File: src/rtl/axis_arb_pkg.sv
// Shared definitions for the frame-locked AXI-Stream arbiter.
//   arb_state_t : arbiter FSM encoding (IDLE waits for requests, XFER moves one frame)
//   rr_pick     : round-robin winner search, returns a one-hot vector
//   ARB_BUBBLE  : idle cycles between two consecutive frames
//   MAX_PORTS   : widest requester vector rr_pick can handle
package axis_arb_pkg;

   localparam int MAX_PORTS  = 16;
   localparam int ARB_BUBBLE = 1;

   typedef enum logic [0:0] {
      ST_IDLE = 1'b0,
      ST_XFER = 1'b1
   } arb_state_t;

   // First set bit of req searching upward from last+1, wrapping at 'ports'.
   // Zero result when req is empty. Only the low 'ports' bits of req are looked at.
   function automatic logic [MAX_PORTS-1:0] rr_pick(
      input logic [MAX_PORTS-1:0] req,
      input logic [3:0]           last,
      input int unsigned          ports
   );
      logic [MAX_PORTS-1:0] pick;
      logic                 found;
      logic [4:0]           sum;
      logic [3:0]           sel;
      pick  = '0;
      found = 1'b0;
      for (int unsigned i = 1; i <= MAX_PORTS; i++) begin
         if (i <= ports) begin
            // last < ports and i <= ports, so one subtraction is enough to wrap
            sum = {1'b0, last} + 5'(i);
            if (sum >= 5'(ports)) begin
               sum = sum - 5'(ports);
            end
            sel = sum[3:0];
            if (!found && req[sel]) begin
               pick[sel] = 1'b1;
               found     = 1'b1;
            end
         end
      end
      return pick;
   endfunction

endpackage

File: src/rtl/axis_frame_arbiter_if.sv
// Bundle of the arbiter's stream, configuration and status signals.
//   slave  modport : the arbiter's view (consumes s_axis_*, produces m_axis_*)
//   master modport : the environment's view (sources, FIFO sink, configuration)
// Handshake rule for both s_axis and m_axis: a beat transfers on a rising clk
// edge where tvalid and tready are both 1; a source holding tvalid=1 keeps
// tdata/tlast/tid stable until that edge, and tready may change freely.
interface axis_frame_arbiter_if #(
   parameter int PORTS      = 4,
   parameter int DATA_WIDTH = 8,
   parameter int ID_WIDTH   = 2
) ();
   logic [PORTS*DATA_WIDTH-1:0] s_axis_tdata;
   logic [PORTS-1:0]            s_axis_tvalid;
   logic [PORTS-1:0]            s_axis_tready;
   logic [PORTS-1:0]            s_axis_tlast;
   logic [DATA_WIDTH-1:0]       m_axis_tdata;
   logic                        m_axis_tvalid;
   logic                        m_axis_tready;
   logic                        m_axis_tlast;
   logic [ID_WIDTH-1:0]         m_axis_tid;
   logic [PORTS-1:0]            cfg_enable;
   logic [PORTS-1:0]            grant;
   logic                        busy;

   modport slave (
      input  s_axis_tdata, s_axis_tvalid, s_axis_tlast, m_axis_tready, cfg_enable,
      output s_axis_tready, m_axis_tdata, m_axis_tvalid, m_axis_tlast, m_axis_tid,
             grant, busy
   );

   modport master (
      output s_axis_tdata, s_axis_tvalid, s_axis_tlast, m_axis_tready, cfg_enable,
      input  s_axis_tready, m_axis_tdata, m_axis_tvalid, m_axis_tlast, m_axis_tid,
             grant, busy
   );
endinterface

File: src/rtl/axis_skid_reg.sv
// Two-entry registered output stage for a valid/ready stream.
//   clk, rst             : clock, synchronous active-high reset (empties the stage)
//   in_data/valid/ready  : upstream side; in_ready depends only on the fill level
//   out_data/valid/ready : downstream side; out_valid/out_data come from flops
// in_ready never depends on out_ready, which breaks the combinational ready path.
module axis_skid_reg #(
   parameter int WIDTH = 11
) (
   input  logic             clk,
   input  logic             rst,
   input  logic [WIDTH-1:0] in_data,
   input  logic             in_valid,
   output logic             in_ready,
   output logic [WIDTH-1:0] out_data,
   output logic             out_valid,
   input  logic             out_ready
);
   logic [1:0]       count;
   logic [WIDTH-1:0] head;   // oldest beat, presented downstream
   logic [WIDTH-1:0] tail;   // overflow beat caught while downstream stalls
   logic             push;
   logic             pop;

   assign in_ready  = (count != 2'd2);
   assign out_valid = (count != 2'd0);
   assign out_data  = head;
   assign push      = in_valid & in_ready;
   assign pop       = out_valid & out_ready;

   always_ff @(posedge clk) begin
      if (rst) begin
         count <= 2'd0;
         head  <= '0;
         tail  <= '0;
      end else begin
         case (count)
            2'd0: begin
               if (push) begin
                  head  <= in_data;
                  count <= 2'd1;
               end
            end
            2'd1: begin
               if (push && pop) begin
                  head <= in_data;
               end else if (push) begin
                  tail  <= in_data;
                  count <= 2'd2;
               end else if (pop) begin
                  count <= 2'd0;
               end
            end
            2'd2: begin
               // in_ready is 0 here, so only a pop can happen
               if (pop) begin
                  head  <= tail;
                  count <= 2'd1;
               end
            end
            default: count <= 2'd0;
         endcase
      end
   end
endmodule

File: src/rtl/axis_frame_arbiter.sv
// Round-robin, frame-locked N:1 AXI-Stream arbiter feeding a clock-crossing FIFO.
//   clk, rst     : single clock, synchronous active-high reset
//   bus.s_axis_* : per-port packed requester streams; only the granted tready can be 1
//   bus.m_axis_* : merged stream with source index on m_axis_tid, registered via skid
//   bus.cfg_enable : per-port arbitration enable, sampled only while idle
//   bus.grant    : one-hot grant, 0 while idle
//   bus.busy     : FSM state (1 = XFER), doubles as the state debug output
// A grant is held from the first beat of a frame until its tlast beat is accepted.
module axis_frame_arbiter
   import axis_arb_pkg::*;
#(
   parameter int PORTS      = 4,
   parameter int DATA_WIDTH = 8,
   parameter int ID_WIDTH   = 2
) (
   input logic                   clk,
   input logic                   rst,
   axis_frame_arbiter_if.slave   bus
);
   localparam int SKID_W = ID_WIDTH + 1 + DATA_WIDTH;

   arb_state_t            state;
   logic [PORTS-1:0]      grant_r;
   logic [ID_WIDTH-1:0]   grant_idx;
   logic [ID_WIDTH-1:0]   last_grant;
   logic [PORTS-1:0]      req;
   logic [MAX_PORTS-1:0]  req_ext;
   logic [MAX_PORTS-1:0]  pick;
   logic [PORTS-1:0]      winner;
   logic [ID_WIDTH-1:0]   win_idx;
   logic [DATA_WIDTH-1:0] sel_data;
   logic                  sel_valid;
   logic                  sel_last;
   logic                  skid_ready;
   logic                  beat_accept;
   logic [SKID_W-1:0]     skid_out;
   logic                  skid_out_valid;

   // Winner search over enabled requesters
   always_comb begin
      req     = bus.s_axis_tvalid & bus.cfg_enable;
      req_ext = '0;
      for (int i = 0; i < PORTS; i++) begin
         req_ext[i] = req[i];
      end
      pick    = rr_pick(req_ext, 4'(last_grant), PORTS);
      winner  = '0;
      win_idx = '0;
      for (int i = 0; i < PORTS; i++) begin
         winner[i] = pick[i];
      end
      for (int i = 0; i < MAX_PORTS; i++) begin
         if (pick[i]) begin
            win_idx = ID_WIDTH'(i);
         end
      end
   end

   // Input mux driven by the one-hot grant
   always_comb begin
      sel_data  = '0;
      sel_valid = 1'b0;
      sel_last  = 1'b0;
      for (int i = 0; i < PORTS; i++) begin
         if (grant_r[i]) begin
            sel_data  = bus.s_axis_tdata[i*DATA_WIDTH +: DATA_WIDTH];
            sel_valid = bus.s_axis_tvalid[i];
            sel_last  = bus.s_axis_tlast[i];
         end
      end
   end

   assign beat_accept = (state == ST_XFER) & sel_valid & skid_ready;

   always_ff @(posedge clk) begin
      if (rst) begin
         state      <= ST_IDLE;
         grant_r    <= '0;
         grant_idx  <= '0;
         last_grant <= ID_WIDTH'(PORTS - 1);  // port 0 searched first
      end else begin
         case (state)
            ST_IDLE: begin
               if (|req) begin
                  grant_r   <= winner;
                  grant_idx <= win_idx;
                  state     <= ST_XFER;
               end
            end
            ST_XFER: begin
               // cfg_enable is ignored here so a started frame always completes
               if (beat_accept && sel_last) begin
                  last_grant <= grant_idx;
                  grant_r    <= '0;
                  state      <= ST_IDLE;
               end
            end
         endcase
      end
   end

   // grant_r is zero in IDLE, which keeps every tready low during arbitration
   assign bus.s_axis_tready = grant_r & {PORTS{skid_ready}};
   assign bus.grant         = grant_r;
   assign bus.busy          = (state == ST_XFER);

   axis_skid_reg #(
      .WIDTH(SKID_W)
   ) u_skid (
      .clk       (clk),
      .rst       (rst),
      .in_data   ({grant_idx, sel_last, sel_data}),
      .in_valid  (beat_accept),
      .in_ready  (skid_ready),
      .out_data  (skid_out),
      .out_valid (skid_out_valid),
      .out_ready (bus.m_axis_tready)
   );

   assign bus.m_axis_tvalid = skid_out_valid;
   assign bus.m_axis_tid    = skid_out[SKID_W-1 -: ID_WIDTH];
   assign bus.m_axis_tlast  = skid_out[DATA_WIDTH];
   assign bus.m_axis_tdata  = skid_out[DATA_WIDTH-1:0];
endmodule

File: src/flat_wrapper.sv
// flat-port wrapper written by rule: the top's interface ports become plain ports
module axis_frame_arbiter_flat import axis_arb_pkg::*;
#(
   parameter int PORTS      = 4,
   parameter int DATA_WIDTH = 8,
   parameter int ID_WIDTH   = 2
)
  (clk, rst, bus_s_axis_tdata, bus_s_axis_tvalid, bus_s_axis_tlast, bus_m_axis_tready, bus_cfg_enable, bus_s_axis_tready, bus_m_axis_tdata, bus_m_axis_tvalid, bus_m_axis_tlast, bus_m_axis_tid, bus_grant, bus_busy);
  axis_frame_arbiter_if #(.PORTS(PORTS), .DATA_WIDTH(DATA_WIDTH), .ID_WIDTH(ID_WIDTH)) bus_i ();
  input logic clk;
  input logic rst;
  input wire logic [$bits(bus_i.s_axis_tdata)-1:0] bus_s_axis_tdata;
  input wire logic [$bits(bus_i.s_axis_tvalid)-1:0] bus_s_axis_tvalid;
  input wire logic [$bits(bus_i.s_axis_tlast)-1:0] bus_s_axis_tlast;
  input wire logic [$bits(bus_i.m_axis_tready)-1:0] bus_m_axis_tready;
  input wire logic [$bits(bus_i.cfg_enable)-1:0] bus_cfg_enable;
  output wire logic [$bits(bus_i.s_axis_tready)-1:0] bus_s_axis_tready;
  output wire logic [$bits(bus_i.m_axis_tdata)-1:0] bus_m_axis_tdata;
  output wire logic [$bits(bus_i.m_axis_tvalid)-1:0] bus_m_axis_tvalid;
  output wire logic [$bits(bus_i.m_axis_tlast)-1:0] bus_m_axis_tlast;
  output wire logic [$bits(bus_i.m_axis_tid)-1:0] bus_m_axis_tid;
  output wire logic [$bits(bus_i.grant)-1:0] bus_grant;
  output wire logic [$bits(bus_i.busy)-1:0] bus_busy;
  assign bus_i.s_axis_tdata = bus_s_axis_tdata;
  assign bus_i.s_axis_tvalid = bus_s_axis_tvalid;
  assign bus_i.s_axis_tlast = bus_s_axis_tlast;
  assign bus_i.m_axis_tready = bus_m_axis_tready;
  assign bus_i.cfg_enable = bus_cfg_enable;
  assign bus_s_axis_tready = bus_i.s_axis_tready;
  assign bus_m_axis_tdata = bus_i.m_axis_tdata;
  assign bus_m_axis_tvalid = bus_i.m_axis_tvalid;
  assign bus_m_axis_tlast = bus_i.m_axis_tlast;
  assign bus_m_axis_tid = bus_i.m_axis_tid;
  assign bus_grant = bus_i.grant;
  assign bus_busy = bus_i.busy;
  axis_frame_arbiter #(.PORTS(PORTS), .DATA_WIDTH(DATA_WIDTH), .ID_WIDTH(ID_WIDTH)) u_core (.clk(clk), .rst(rst), .bus(bus_i));
endmodule
File: config.mk
export PLATFORM = sky130hd
export DESIGN_NAME = axis_frame_arbiter_flat
export DESIGN_NICKNAME = d
export VERILOG_FILES = /design/src/rtl/axis_arb_pkg.sv /design/src/rtl/axis_frame_arbiter_if.sv /design/src/rtl/axis_skid_reg.sv /design/src/rtl/axis_frame_arbiter.sv /design/src/flat_wrapper.sv
export SDC_FILE = /design/constraint.sdc
export NUM_CORES = 1
export LEC_CHECK = 0
export CELL_PAD_IN_SITES_DETAIL_PLACEMENT = 1
export CELL_PAD_IN_SITES_GLOBAL_PLACEMENT = 1
export CORE_MARGIN = 2
export CORE_UTILIZATION = 34
export CTS_CLUSTER_DIAMETER = 30
export CTS_CLUSTER_SIZE = 16
export DETAILED_ROUTE_END_ITERATION = 8
export HOLD_SLACK_MARGIN = 0.02
export PLACE_DENSITY_LB_ADDON = 0.25
export REMOVE_ABC_BUFFERS = 1
export SYNTH_ARGS = -nofsm -noshare
export SYNTH_HDL_FRONTEND = slang
export SYNTH_HIERARCHICAL = 1
export SYNTH_SLANG_ARGS = --single-unit
File: constraint.sdc
create_clock -name clk -period 3.3 [get_ports clk]
set_clock_uncertainty 0.2 [all_clocks]
set_input_delay 0.66 -clock clk [delete_from_list [all_inputs] [get_ports clk]]
set_output_delay 0.66 -clock clk [all_outputs]
set_load 0.03 [all_outputs]
==> run metrics <==
post-CTS setup buffer count 0; CP Cell Sequence buf_4 > nor2b_1 > a221oi_1 > o31ai_1 > nand2_1 > a21oi_1 > a311oi_1; synthesis-to-finish area growth 37.5%; CTS Sinks 33; CTS Root Cell clkbuf_8; power per cell area 376 nW/um^2; Final ANT Viol Nets 0; crit path kind flip-flop to flip-flop; Critical path origin u_core/bus.grant[1]; post-layout min period 2.78 ns; WP buf/inv 1; hold buffers post-CTS 0; Final Cycle Share 84.4%; core area 6350 sq um; RSZ-0062 raised after global routing no; Final nets 398; outcome completed; Avg Inst Size Synth 8.19 sq um; measured slew at the worst slew-check pin 0.641 ns; sequential share of power 39.4%; Ant. Diodes 0; die area 7270 sq um; Final Wtd Congestion 0.910; Congestion Overflow GR 0; LEAKAGE 1.16 nW; # Max-Cap Violations 0; CTS resizes 0; YS warnings 6; Worst R2R Start u_core/bus.grant[1]; Rows 29; Critical Path Source Type flip-flop; Reg clk slew, reported paths 0.07 ns; r2r setup slk 0.52 ns; Worst Path Max Fanout 11; sequential area share after synthesis 29.4%; Int Power 0.756 mW; Net Sw Power 0.405 mW; largest net degree at the start of global routing 30; WP depth 7; number of global-route vias before repair 2435; initial DRC count 106; Max Freq 359 MHz; Post-DP HPWL 5830 um; post-route setup slack 0.516 ns; Initial Util 35.3%; final hold vios 0; Unique masters post-synth 54; Sw Ratio 34.9%; CTS buffer count 5; initial antenna violation count 0; worst-case clock buffer depth 2; startpoint of the worst hold path u_core/u_skid/tail[7]; worst hold path class flip-flop to flip-flop; DRT Pass-1 Iters 4; # port buffers 67; worst setup path end u_core/bus.grant[0]; Clock power frac 26.0%; GRT Resource Usage Total 20.9%; Comb power frac 34.6%; post-DR wirelength/cell 18.1 um; Slowest cell on crit path o31ai_1; FILL cells 783; IO Count 68; Worst Path Required 3.26 ns; Die X 85.3 um; worst r2r path cells 7; VDD IR max 0.000201 V; global-route wire length before repair 12100 um; Die Y 85.3 um; DR vias 2409; synthesized area 2240 sq um; CTS tree yes; clk_lat worst skew 0.28 ns; total wire length 7620 um; r2r endpoint u_core/bus.grant[0]; Yosys reg bits 33; layout cells sized above 1 10.2%; Final Max Slew Viols 0; H-Tree Depth 2; CP peak stage delay 0.60 ns; Mapped Cells 274; Max-slew headroom 56.9%; family with the most delay on the worst path compound AO/OA/AOI/OAI gates; via/cell ratio 5.72; setup_tns 0 ns; pre-CTS setup slack 0.302 ns; Residual DRC 0; Final setup violation count 0; Crit. End Element flip-flop; Crit path arrival time 2.74 ns
[how the worst min path moves through the flow]
stage,endpoint,slack [ns],depth (start not counted)
finish,u_core/u_skid/tail[7],0.26,2
global placement,u_core/u_skid/tail[1],0.24,2
CTS,u_core/u_skid/tail[7],0.26,2
floorplan,u_core/u_skid/tail[0],0.23,2
detailed placement,u_core/u_skid/tail[0],0.25,2
global route,u_core/u_skid/tail[4],0.28,2
[placed cells by master, fill, tap and decap left out, types with 7 or more instances in the layout]
cell type / synthesis / routed
mux2i_1: 11 / 11
nand2_1: 43 / 43
dfxtp_1: 33 / 33
a21oi_1: 30 / 30
a22oi_1: 9 / 9
buf_4: 0 / 12
ha_1: 8 / 8
clkdlybuf4s50_1: 0 / 67
nand3_1: 7 / 7
nor2_1: 11 / 11
a211oi_1: 25 / 25
inv_1: 8 / 8
o21ai_0: 11 / 11
[synthesized netlist by cell type, drive strengths merged]
| cell | instances | area share (%) |
|---|---|---|
| clkbuf | 7 | 1.2 |
| nor2 | 12 | 2.3 |
| a41o | 1 | 0.45 |
| nor3 | 2 | 0.45 |
| o221ai | 3 | 1.4 |
| nand2 | 43 | 7.2 |
| and4 | 1 | 0.39 |
| a22oi | 9 | 3.0 |
| o41a | 1 | 0.50 |
| o41ai | 1 | 1.2 |
| o21ai | 11 | 2.5 |
| buf | 10 | 3.4 |
| a41oi | 1 | 0.39 |
| and4bb | 2 | 1.1 |
| a221oi | 1 | 0.39 |
| and4b | 2 | 1.1 |
| o211ai | 1 | 0.33 |
| nor2b | 4 | 1.2 |
| or3 | 1 | 0.28 |
| nand3 | 7 | 1.6 |
| mux4 | 1 | 1.0 |
| o31ai | 4 | 1.6 |
| nand2b | 2 | 0.56 |
| o21bai | 1 | 0.50 |
| and3b | 1 | 0.39 |
| a32oi | 1 | 0.39 |
| nand4bb | 2 | 1.0 |
| nand4b | 2 | 0.78 |
| a221o | 1 | 0.45 |
| mux2i | 11 | 4.9 |
| o22ai | 1 | 0.28 |
| ha | 8 | 4.5 |
| inv | 8 | 1.3 |
| nand4 | 4 | 1.1 |
| and2 | 5 | 1.4 |
| dfxtp | 33 | 29 |
| or3b | 1 | 0.39 |
| nand3b | 3 | 1.0 |
| a211oi | 27 | 9.5 |
| o21a | 1 | 0.33 |
| or2 | 4 | 1.1 |
| a21o | 2 | 0.67 |
| a311oi | 1 | 0.39 |
| a21oi | 30 | 6.7 |
[cell families (layout without fill, tap and decap cells)]
| family | after synthesis | in the layout | share of synthesized area, % |
|---|---|---|---|
| buffers and inverters | 25 | 95 | 5.91 |
| adder cells (fa/ha/maj) | 8 | 8 | 4.46 |
| AO/OA/AOI/OAI | 98 | 98 | 30.9 |
| flip-flops | 33 | 33 | 29.4 |
| AND/OR/NAND/NOR | 98 | 98 | 23.4 |
| multiplexers | 12 | 12 | 5.91 |
[registers in the layout (all words and copies together), names as in the netlist]
register / cells
u_core/grant_idx: 2
u_core/u_skid/tail: 11
u_core/u_skid/count: 2
u_core/last_grant: 2
u_core/bus.grant: 4
u_core/bus.busy: 1
u_core/u_skid/out_data: 11
[layout make-up]
cell class              count  area, sq um  area share [%]
multi-input cells         216         1450            47.0
repair buffers             79          761            24.7
flip-flops and latches     33          661            21.4
well taps                  77         96.3            3.12
clock buffers               5         68.8            2.23
inverters                   8         30.0           0.973
clock inverters             3         17.5           0.568
[power groups by stage]
stage | clock, mW | combinational (mW) | sequential [mW]
floorplan | 0 | 0.172 | 0.501
global placement | 0 | 0.393 | 0.466
detailed placement | 0 | 0.402 | 0.467
CTS | 0.308 | 0.403 | 0.458
global route | 0.329 | 0.433 | 0.462
finish | 0.302 | 0.402 | 0.457
[stage by stage]
step	total power, mW	hold WS [ns]	std cells	instance area (sq um)	util, %
CTS	1.17	0.263	421	3090	48.6
detailed placement	0.869	0.254	413	3000	47.2
finish	1.16	0.262	421	3090	48.6
global route	1.22	0.284	421	3090	48.6
global placement	0.858	0.241	413	3000	47.2
floorplan	0.673	0.230	257	2140	-
[worst register-to-register path: stages, from the launching register on]
cell,delay (ns)
dfxtp_1,0.43
buf_4,0.23
nor2b_1,0.43
a221oi_1,0.15
o31ai_1,0.60
nand2_1,0.34
a21oi_1,0.22
a311oi_1,0.06
[routing by layer]
| layer | share of wire [%] | global-route usage [%] | vias to the layer above |
|---|---|---|---|
| met4 | 0.94 | 5.34 | 0 |
| met2 | 47 | 34.8 | 68 |
| met3 | 5.5 | 3.60 | 6 |
| met5 | 0 | 0 | - |
| met1 | 46 | 28.1 | 1169 |
| li1 | - | - | 1166 |
Power figures use the tool's default switching activity.
